$ cat src/rtl/water_arb_pkg.sv
`default_nettype none
// ============================================================================
// Module   : water_arb_pkg
// Brief    : State encoding and statistics widths for the water supply arbiter.
// Revision : 1.0
// ============================================================================
package water_arb_pkg;

  typedef enum logic [1:0] {
    IDLE   = 2'd0,
    FILL   = 2'd1,
    PAUSED = 2'd2,
    GAP    = 2'd3
  } arb_state_t;

  localparam int c_grant_cnt_w   = 16;
  localparam int c_timeout_cnt_w = 8;

endpackage
`default_nettype wire

$ cat src/rtl/water_supply_arbiter_rr_pick.sv
`default_nettype none
// ============================================================================
// Module   : rr_pick
// Brief    : Combinational round-robin finder: first set bit at or above the
//            pointer, wrapping around.
// Revision : 1.0
// ============================================================================
module rr_pick #(
  parameter int N_MACH = 4,
  parameter int ID_W   = $clog2(N_MACH)
) (
  input  logic [N_MACH-1:0] i_eligible,
  input  logic [ID_W-1:0]   i_rr_ptr,
  output logic              o_valid,
  output logic [ID_W-1:0]   o_idx
);

  logic [ID_W:0] w_pos;

  // Scan offsets from the far end down so the nearest candidate is written last.
  always_comb begin
    o_valid = 1'b0;
    o_idx   = '0;
    w_pos   = '0;
    for (int k = N_MACH - 1; k >= 0; k--) begin
      w_pos = {1'b0, i_rr_ptr} + (ID_W+1)'(k);
      if (w_pos >= (ID_W+1)'(N_MACH)) begin
        w_pos = w_pos - (ID_W+1)'(N_MACH);
      end
      if (i_eligible[w_pos[ID_W-1:0]]) begin
        o_valid = 1'b1;
        o_idx   = w_pos[ID_W-1:0];
      end
    end
  end

endmodule
`default_nettype wire

$ cat src/rtl/water_supply_arbiter.sv
`default_nettype none
// ============================================================================
// Module   : water_supply_arbiter
// Brief    : Round-robin owner of the shared inlet valve with fill timeout,
//            pause and settle gap. WATER_ARB_STATS_EN adds grant/timeout counters.
// Revision : 1.0
// ============================================================================
module water_supply_arbiter
  import water_arb_pkg::*;
#(
  parameter int N_MACH     = 4,
  parameter int MAX_FILL   = 1000,
  parameter int GAP_CYCLES = 4,
  parameter int TIMER_W    = 16
) (
  input  logic                      clk,
  input  logic                      reset,
  input  logic                      power,
  input  logic [N_MACH-1:0]         req,
  input  logic [N_MACH-1:0]         hold,
  output logic [N_MACH-1:0]         grant,
  output logic                      valve_open,
  output logic [$clog2(N_MACH)-1:0] active_id,
  output logic                      busy,
  output logic [N_MACH-1:0]         timeout_flag
`ifdef WATER_ARB_STATS_EN
  ,
  output logic [c_grant_cnt_w-1:0]  grant_count,
  output logic [c_timeout_cnt_w-1:0] timeout_count
`endif
);

  localparam int                c_id_w = $clog2(N_MACH);
  localparam logic [N_MACH-1:0] c_one  = N_MACH'(1);

  arb_state_t          r_state;
  logic [c_id_w-1:0]   r_rr_ptr;
  logic [TIMER_W-1:0]  r_timer;

  logic [N_MACH-1:0]   w_eligible;
  logic [N_MACH-1:0]   w_flag_set;
  logic                w_pick_valid;
  logic [c_id_w-1:0]   w_pick_idx;
  logic [c_id_w-1:0]   w_next_ptr;
  logic                w_act_req;
  logic                w_act_hold;
  logic                w_fill_expired;
  logic                w_timeout;
  logic                w_release;

  assign w_eligible     = req & ~timeout_flag;
  assign w_act_req      = req[active_id];
  assign w_act_hold     = hold[active_id];
  assign w_fill_expired = (r_timer == TIMER_W'(MAX_FILL - 1));
  // A request drop on the expiry edge is a normal release, not a fault.
  assign w_timeout      = power && (r_state == FILL) && w_act_req && w_fill_expired;
  assign w_release      = power && (((r_state == FILL) && (!w_act_req || w_fill_expired)) ||
                                    ((r_state == PAUSED) && !w_act_req));
  assign w_flag_set     = w_timeout ? (c_one << active_id) : '0;
  assign w_next_ptr     = (int'(active_id) == N_MACH - 1) ? '0 : active_id + c_id_w'(1);
  assign busy           = (r_state != IDLE);

  rr_pick #(
    .N_MACH (N_MACH),
    .ID_W   (c_id_w)
  ) u_rr_pick (
    .i_eligible (w_eligible),
    .i_rr_ptr   (r_rr_ptr),
    .o_valid    (w_pick_valid),
    .o_idx      (w_pick_idx)
  );

  always_ff @(posedge clk or posedge reset) begin
    if (reset) begin
      r_state       <= IDLE;
      grant         <= '0;
      valve_open    <= 1'b0;
      active_id     <= '0;
      timeout_flag  <= '0;
      r_rr_ptr      <= '0;
      r_timer       <= '0;
`ifdef WATER_ARB_STATS_EN
      grant_count   <= '0;
      timeout_count <= '0;
`endif
    end else begin
      timeout_flag <= (timeout_flag | w_flag_set) & req;
      if (!power) begin
        r_state    <= IDLE;
        grant      <= '0;
        valve_open <= 1'b0;
        r_timer    <= '0;
      end else if (w_release) begin
        r_state    <= GAP;
        grant      <= '0;
        valve_open <= 1'b0;
        r_rr_ptr   <= w_next_ptr;
        r_timer    <= '0;
`ifdef WATER_ARB_STATS_EN
        if (w_timeout && (timeout_count != '1)) begin
          timeout_count <= timeout_count + c_timeout_cnt_w'(1);
        end
`endif
      end else begin
        case (r_state)
          IDLE: begin
            if (w_pick_valid) begin
              r_state    <= FILL;
              grant      <= c_one << w_pick_idx;
              valve_open <= 1'b1;
              active_id  <= w_pick_idx;
              r_timer    <= '0;
`ifdef WATER_ARB_STATS_EN
              if (grant_count != '1) begin
                grant_count <= grant_count + c_grant_cnt_w'(1);
              end
`endif
            end
          end
          FILL: begin
            r_timer <= r_timer + TIMER_W'(1);
            if (w_act_hold) begin
              r_state    <= PAUSED;
              valve_open <= 1'b0;
            end
          end
          PAUSED: begin
            // Timer stays frozen; only valve-open cycles count towards the limit.
            if (!w_act_hold) begin
              r_state    <= FILL;
              valve_open <= 1'b1;
            end
          end
          GAP: begin
            if (r_timer == TIMER_W'(GAP_CYCLES - 1)) begin
              r_state <= IDLE;
              r_timer <= '0;
            end else begin
              r_timer <= r_timer + TIMER_W'(1);
            end
          end
          default: r_state <= IDLE;
        endcase
      end
    end
  end

endmodule
`default_nettype wire
$ cat config.mk
export PLATFORM = sky130hd
export DESIGN_NAME = water_supply_arbiter
export DESIGN_NICKNAME = d
export VERILOG_FILES = /design/src/rtl/water_arb_pkg.sv /design/src/rtl/water_supply_arbiter_rr_pick.sv /design/src/rtl/water_supply_arbiter.sv
export SDC_FILE = /design/constraint.sdc
export NUM_CORES = 1
export LEC_CHECK = 0
export BUFFER_PORTS_ARGS = -buffer_cell sky130_fd_sc_hd__buf_2
export CORE_MARGIN = 3
export CORE_UTILIZATION = 40
export CTS_CLUSTER_DIAMETER = 100
export DETAILED_ROUTE_END_ITERATION = 10
export MAX_ROUTING_LAYER = met4
export SYNTH_ARGS = -nofsm -noshare
export SYNTH_HDL_FRONTEND = slang
export SYNTH_SLANG_ARGS = --single-unit
$ cat constraint.sdc
create_clock -name clk -period 2.1 [get_ports clk]
set_input_delay 0.21 -clock clk [delete_from_list [all_inputs] [get_ports clk]]
set_output_delay 0.21 -clock clk [all_outputs]
set_load 0.01 [all_outputs]
* Word-level counts from Yosys, hierarchy flattened
Index checks and enable logic that the tools add are counted.
** Storage, ports and cells
- Logic and storage cells :: 111
- Register bits :: 31
- Bits of input ports :: 11
** Operators by class
- Shift operators :: 2
- Order comparisons :: 9
- Bitwise gates (word level) :: 5
- Reductions and logical operators :: 17
- Equal/unequal tests :: 14
- $add $sub $neg :: 9
- Multiplexer cells :: 48
** Operators by type and width (count)
- 2-to-1 mux 16 bit :: 4
- case mux 16 bit (3 select lines) :: 1
- 2-to-1 mux 2 bit :: 15
- 2-to-1 mux 4 bit :: 5
- adder 16 x 1 -> 16 bit (second input constant) :: 1
- == test 16 x 10 -> 1 bit (second input constant) :: 1
- == test 16 x 2 -> 1 bit (second input constant) :: 1
- < comparator 2 x 3 -> 1 bit (second input constant) :: 5
- 2-to-1 mux 1 bit :: 15
- binary-select mux 1 bit (select 2 bit) :: 6
- inequality test 4 bit (second input constant) :: 3
- AND reduction 4 bit :: 3
- inequality test 5 x 1 -> 1 bit (second input constant) :: 2
- greater-or-equal comparator 3 bit (second input constant) :: 3
- bitwise AND 4 bit :: 2
- case mux 2 bit (4 select lines) :: 1
- left shift 1 x 2 -> 4 bit (first input constant) :: 2
- subtractor 2 x 1 -> 2 bit (second input constant) :: 4
- adder 2 x 2 -> 3 bit (second input constant) :: 2
- logical AND 1 bit :: 6
- inequality test 3 x 1 -> 1 bit (second input constant) :: 2
- AND reduction 2 bit :: 3
- == test 2 x 1 -> 1 bit (second input constant) :: 2
- == test 2 bit (second input constant) :: 2
- 12 further kinds :: 13

* Depth between registers and ports, before layout
Gate-level depths: netlist of the first run.
- Depth in word-level cells :: 14
- Mapped depth :: 9
- Gate-level depth less buffers :: 7

* By module
Synthesis of the first run repeated with hierarchy kept, for this count alone.
** Unflattened totals
- Cell total of the unflattened synthesis :: 210
- Area, all modules :: 1934.4 um2
** Modules (own cells, without submodules)
- water_supply_arbiter :: times used 1, cells an instance 197, area an instance 1856.8 um2, sequential area each 775.7 um2
- rr_pick :: times used 1, cells an instance 13, area an instance 77.6 um2, sequential area each 0.0 um2

* Worst setup path before layout of the first run
No wires, ideal clock.
- Path type :: register to register
- Start point :: register active_id[0]
- End point :: register r_state[1]
- Arrival :: 1.971 ns
- Period minus slack after synthesis :: 2.052 ns
- Stages on the path, launching flop included :: 6
- Data required time :: 2.018 ns
- Setup slack :: 0.048 ns
- Cell sequence :: dfrtp_1 -> mux4_2 -> mux2_4 -> a221o_1 -> or2_0 -> a31oi_1
** Between the ends
- Longest elaborated chain between the ends :: 9
- Elaborated cells between the ends (all ways) :: 17
- Classes of those cells :: eq/ne (4); mux (6); reduce/logical (7)
** Ends and longest elaborated chain
- from (decl) :: RTL line water_supply_arbiter.sv:23 : output logic [$clog2(N_MACH)-1:0] active_id,
- from (signal assigned) :: RTL line water_supply_arbiter.sv:111 : active_id <= w_pick_idx;
- binary-select mux 1 bit (select 2 bit) :: RTL line water_supply_arbiter.sv:52 : assign w_act_req = req[active_id];
- 2-to-1 mux 1 bit (implied by the code) :: RTL line water_supply_arbiter.sv:52
- logical NOT 1 bit :: RTL line water_supply_arbiter.sv:57, water_supply_arbiter.sv:58
- logical OR 1 bit :: RTL line water_supply_arbiter.sv:57 : assign w_release = power && (((r_state == FILL) && (!w_act_req || w_fill_expired)) ||
- logical AND 1 bit :: RTL line water_supply_arbiter.sv:57
- logical OR 1 bit :: RTL line water_supply_arbiter.sv:57
- logical AND 1 bit :: RTL line water_supply_arbiter.sv:57
- inequality test 4 bit (no source line) (tied with other cells)
- AND reduction 4 bit (no source line) or 2-to-1 mux 2 bit (tied branches)
- to (signal assigned) :: RTL line water_supply_arbiter.sv:75 : r_state <= IDLE;
- to (signal assigned) :: RTL line water_supply_arbiter.sv:89 : r_state <= IDLE;
- to (signal assigned) :: RTL line water_supply_arbiter.sv:94 : r_state <= GAP;
- to (decl) :: RTL line water_supply_arbiter.sv:36 : arb_state_t r_state;
Parallel ways exist; a longest one is shown, timed or not. The select of a mux whose other input is x is not followed.
A chain may end at the register's enable or synchronous reset.

* Worst setup path after layout of the first run
Same ends and word-level chain as after synthesis.

==> results of run 1 <==
cell families (layout without fill, tap and decap cells):
kind of cell,after synthesis,after routing,share of synthesized area (%)
AO/OA/AOI/OAI,52,52,16.7
adder cells (fa/ha/maj),9,9,5.66
buffers and inverters,20,61,3.90
flip-flops,31,31,39.0
multiplexers,7,7,5.41
AND/OR/NAND/NOR,101,101,29.4
power by group through the flow:
stage               sequential, mW  combinational [mW]  clock (mW)
finish                       0.778                1.37       0.478
global route                 0.790                1.53       0.527
detailed placement           0.789                1.36           0
CTS                          0.777                1.37       0.506
global placement             0.785                1.36           0
floorplan                    0.810               0.848           0
layout make-up:
type                       count  area share (%)
multi-input combinational    169            47.3
inverter                      10            1.56
sequential                    31            32.2
clock buffer                   6            3.42
clock inverter                 1           0.207
tap                           67            3.48
timing repair buffer          44            11.9
Yosys cell counts, drive strengths merged (3+ instances only):
master   number
nand2b        5
a21o          3
dfrtp        31
nor2          4
nand3b        6
nor2b         6
clkbuf        6
a21oi        18
a2bb2oi       3
and4          4
buf           4
nand4         5
nand4b        3
mux2          4
ha            9
a31oi        11
nor3          6
inv          10
nand3        15
or4           8
o21ai         5
and3          5
or3           3
nand2        24
stage by stage:
| step | setup slack (ns) | std cells | cell area, um^2 | power (mW) |
|---|---|---|---|---|
| 2_1_floorplan | 0.0475 | 220 | 1990 | 1.66 |
| 3_3_place_gp | 0.0838 | 321 | 2320 | 2.15 |
| 3_5_place_dp | 0.0581 | 321 | 2320 | 2.15 |
| 4_1_cts | 0.0294 | 328 | 2410 | 2.66 |
| 5_1_grt | 0.000300 | 328 | 2410 | 2.85 |
| 6_report | 0.105 | 328 | 2410 | 2.63 |
worst max-delay path: cells and delay by family, from the launching register on:
kind	cells	cell delay [ns]
multiplexers	2	0.86
AND/OR/NAND/NOR	1	0.20
flip-flops	1	0.40
AO/OA/AOI/OAI	2	0.45
routing by layer:
| layer | wire (um) | part of all wire (%) |
|---|---|---|
| met1 | 2350 | 48 |
| met2 | 2250 | 46 |
| met3 | 228 | 4.7 |
| met4 | 46 | 0.94 |
| met5 | 0 | 0 |
worst min-delay path by stage:
stage,to,depth (start not counted),from
2_1_floorplan,active_id[0],1,reset
3_3_place_gp,r_timer[0],3,reset
3_5_place_dp,r_timer[0],3,reset
4_1_cts,timeout_flag[1],3,reset
5_1_grt,r_timer[1],3,reset
6_report,r_timer[0],3,reset
registers in the layout, summed over array words and instances, names as in the netlist:
register and cells:
active_id 2, grant 4, r_rr_ptr 2, r_state 2, r_timer 16, timeout_flag 4
valve_open 1
==> flow_summary.json, run 1 <==
{
  "tightestPinTransition_ns": 0.593,
  "wirelength_um": 4870,
  "grt_use_met2_pct": 27.9,
  "rows": 25,
  "ctsResizeCount": 0,
  "top_usage_layer": "met2",
  "comb_power_share_pct": 52.2,
  "cts-root-buf": "clkbuf_8",
  "p_int_mw": 1.53,
  "nets": 281,
  "crit_arrival_ns": 2.20,
  "yosys_warnings": 0,
  "synthCells": 220,
  "yosysSeqAreaShare_pct": 39.0,
  "timing.hold.ws_ns": 0.000627,
  "layout_common_cells": "dfrtp_1, nand2_1, buf_2",
  "slew_viol_final": 0,
  "start_util_pct": 41.9,
  "clock_latency_ns": 0.28,
  "die_h_um": 76.5,
  "p_sw_mw": 1.10,
  "synth_top_area_share_pct": 39.0,
  "wire_per_inst_um": 14.8,
  "rr_endpoint": "r_state[1]",
  "drtIter0Drc": 84,
  "final_common_cell": "dfrtp_1",
  "avgViaCountPerCell": 5.52,
  "critPathCaptureType": "flop",
  "p_leak_nw": 1.07,
  "period_needed_ns": 2.00,
  "min_period_over_period_pct": 95.0,
  "finalHoldViolations": 0,
  "antenna_found_initial": 0,
  "cts.sink_count": 31,
  "cp_max_fo": 3,
  "firstDrtPassIters": 4,
  "drc": 0,
  "ys_top_cells_by_area": "dfrtp_1, ha_1, a21oi_1",
  "run_status": "completed",
  "max_freq_ghz": 0.501,
  "overflow": 0,
  "pwr-share-clk_pct": 18.2,
  "final_util_pct": 50.7,
  "synth_area_mm2": 0.00199,
  "endpoint": "r_state[1]",
  "num_vias": 1811,
  "port_buffers": 22,
  "synthDominantAreaCellType": "dfrtp_1",
  "reg2regPathDepth": 5,
  "grt_pass1_wl_um": 8550,
  "grt_pass1_vias": 1766,
  "htreeDepth": 2,
  "cp.required_ns": 2.30,
  "worst_r2r_startpoint": "active_id[0]",
  "slowest_delay_ns": 0.54,
  "timing.setup.tns_ns": 0,
  "antennaDiodeCount": 0,
  "groute.usage.overall_pct": 18.6,
  "grt_use_met1_pct": 24.6,
  "cp-start-kind": "flop",
  "pin_count": 23,
  "dieArea_mm2": 0.00586,
  "ys_ff_latch": 31,
  "powerDensity_mw_per_mm2": 1090,
  "grt_util_met3_pct": 4.49,
  "synthDistinctLibCells": 46,
  "critPathKind": "reg -> reg",
  "p_seq_share_pct": 29.6,
  "synth_nets": 240,
  "synthArstFlopShare_pct": 100,
  "fin_worst_skew_ns": 0.00769,
  "syn_to_final_growth_pct": 21.2,
  "place.gp.congestion": 0.837,
  "ys.flop_type": "dfrtp_1",
  "synth_edf_count": 0,
  "tritoncts": "built",
  "hold_path.class": "in -> async",
  "cp_slowest_cell": "mux4_2",
  "ant_nets": 0,
  "rsz0062_at_grt": "no",
  "synth.avg_cell_area_um2": 9.05,
  "multi_input_area_mm2": 0.00114,
  "grt_start_max_net_pins": 32,
  "relSlewSlack_pct": 60.2,
  "fill_cells": 481,
  "setup_violations": 0,
  "switching_share_pct": 41.7,
  "clk_path_buf_depth": 2,
  "drive_gt1_share_pct": 23.0,
  "path_cells": "mux4_2 > mux2_4 > a221o_1 > or2_0 > a31oi_1",
  "cts_hold_buf": 0,
  "peakVddDrop_v": 0.000413,
  "r2r_slack_ns": 0.10,
  "crit_start": "active_id[0]",
  "seqCellArea_um2": 776,
  "cts_buffers": 5,
  "drv_cap": 0,
  "post_cts_buffers": 0,
  "core_area_mm2": 0.00475,
  "fp.dieW_um": 76.5,
  "path_clk_slew_ns": 0.07,
  "hpwlAfterDp_um": 3420
}
(Power assumes the default switching activity.)
==> run 2: changes to the inputs <==
CORE_MARGIN = not set   (was 3)
CORE_UTILIZATION = 58   (was 40)
PLACE_DENSITY = 0.79   (was not set)
==> run 2 against run 1 <==
Clock power grew 5.2%. Sequential share of layout area grew 0.46 points. Total power grew 2.7%. Clock-buffer cell count did not move. Combinational power up 4%.
==> flow_summary.json, run 2 (synthesis gave the netlist of run 1 again) <==
{
  "run_status": "completed",
  "reg2regPathDepth": 5,
  "syn_to_final_growth_pct": 19.5,
  "place.gp.congestion": 0.940,
  "regMostFlops": "r_timer",
  "grt_start_max_net_pins": 32,
  "clk_path_buf_depth": 2,
  "die_h_um": 60.6,
  "hpwlAfterDp_um": 3560,
  "wirelength_um": 5030,
  "r2r_slack_ns": 0.08,
  "top_regs": "r_timer (16), grant (4), timeout_flag (4)",
  "tritoncts": "built",
  "fp.dieW_um": 60.6,
  "largest_reg_flops": 16,
  "final_common_cell": "dfrtp_1",
  "finalHoldViolations": 0,
  "endpoint": "r_state[1]",
  "rsz0062_at_grt": "no",
  "grt_pass1_wl_um": 7860,
  "min_period_over_period_pct": 96.2,
  "dp_slack_ns": 0.0383,
  "p_total_mw": 2.70,
  "rows": 20,
  "antenna_found_initial": 0,
  "grt_pass1_vias": 1694,
  "cts-root-buf": "clkbuf_4",
  "setup_violations": 0,
  "grt_use_met2_pct": 42.5,
  "dieArea_mm2": 0.00367,
  "top_usage_layer": "met1",
  "cp-start-kind": "flop",
  "groute.usage.overall_pct": 30.7,
  "core_area_mm2": 0.00315,
  "max_freq_ghz": 0.495,
  "cts_buffers": 5,
  "avgViaCountPerCell": 6.34,
  "relSlewSlack_pct": 61.9,
  "final_util_pct": 75.4,
  "num_vias": 1922,
  "layout_common_cells": "dfrtp_1, nand2_1, buf_2",
  "peakVddDrop_v": 0.000653,
  "drive_gt1_share_pct": 22.8,
  "period_needed_ns": 2.02,
  "clock_latency_ns": 0.35,
  "cp.required_ns": 2.36,
  "port_buffers": 22,
  "pin_count": 23,
  "drtIter0Drc": 159,
  "ant_nets": 0,
  "critPathKind": "reg -> reg",
  "hold_path.class": "in -> reg",
  "path_clk_slew_ns": 0.10,
  "slew_viol_final": 0,
  "timing.hold.ws_ns": 0.139,
  "antennaDiodeCount": 0,
  "crit_arrival_ns": 2.28,
  "start_util_pct": 63.1,
  "firstDrtPassIters": 5,
  "worst_r2r_startpoint": "active_id[0]",
  "grt_use_met1_pct": 43.6,
  "p_leak_nw": 1.05,
  "critPathCaptureType": "flop",
  "crit_start": "active_id[0]",
  "wire_per_inst_um": 16.6,
  "drv_cap": 0,
  "cts.sink_count": 31,
  "overflow": 0,
  "postLayoutSetupSlackWorst_ns": 0.0791,
  "tightestPinTransition_ns": 0.568,
  "nets": 278,
  "grt_util_met3_pct": 7.68,
  "timing.setup.tns_ns": 0,
  "htreeDepth": 2,
  "drc": 0,
  "fin_worst_skew_ns": 0.00457,
  "powerDensity_mw_per_mm2": 1130,
  "rr_endpoint": "r_state[1]",
  "cp_max_fo": 3
}
## run 2: changes by cell type in the layout (fill, tap and decap cells not counted), sizes merged
cell / change
buf: -4
bufinv: +1
dlygate4sd3: +1
## run 2: metrics by stage
stage / area [um^2] / instances
finish: 2380 / 303
global route: 2380 / 303
CTS: 2350 / 302
detailed placement: 2260 / 293
global placement: 2260 / 293
floorplan: 1990 / 220
## run 2: repair_timing
action,CTS,global route
setup endpoints to repair,0,19
buffers inserted,0,1
endpoints found under the hold margin,31,0
hold buffers,1,0
resized for setup,0,6
## run 2: worst max-delay path, stage by stage (launching register included)
cell	delay, ns
dfrtp_1	0.38
mux4_2	0.52
mux2_4	0.33
a221o_1	0.30
or2_0	0.21
a31oi_1	0.20
## run 2: area by class of cell
cell class / instances / area [um^2]
clock buffer: 6 / 51.3
clock inverter: 2 / 35.0
fill: 222 / 774
inverter: 10 / 37.5
multi-input combinational: 169 / 1160
sequential: 31 / 776
tap: 44 / 55.1
timing repair buffer: 41 / 268
## run 2: report_power, final
part | total (mW) | switching [mW] | internal, mW
Combinational | 1.42 | 0.811 | 0.606
Clock | 0.503 | 0.222 | 0.281
Sequential | 0.781 | 0.0908 | 0.690
## run 2: routing by layer
| metal | routed length, um | share of wire (%) |
|---|---|---|
| met5 | 0 | 0 |
| met4 | 68 | 1.4 |
| met3 | 287 | 5.7 |
| met2 | 2380 | 47 |
| met1 | 2300 | 46 |
## run 2: worst min path at each step
stage	from	end	slack (ns)	depth (start not counted)
3_3_place_gp	reset	r_rr_ptr[1]	0.30	3
6_report	power	r_state[1]	0.14	3
4_1_cts	power	r_state[1]	0.13	3
3_5_place_dp	reset	timeout_flag[0]	0.31	3
5_1_grt	req[3]	timeout_flag[3]	0.14	2
2_1_floorplan	reset	active_id[0]	0.31	1
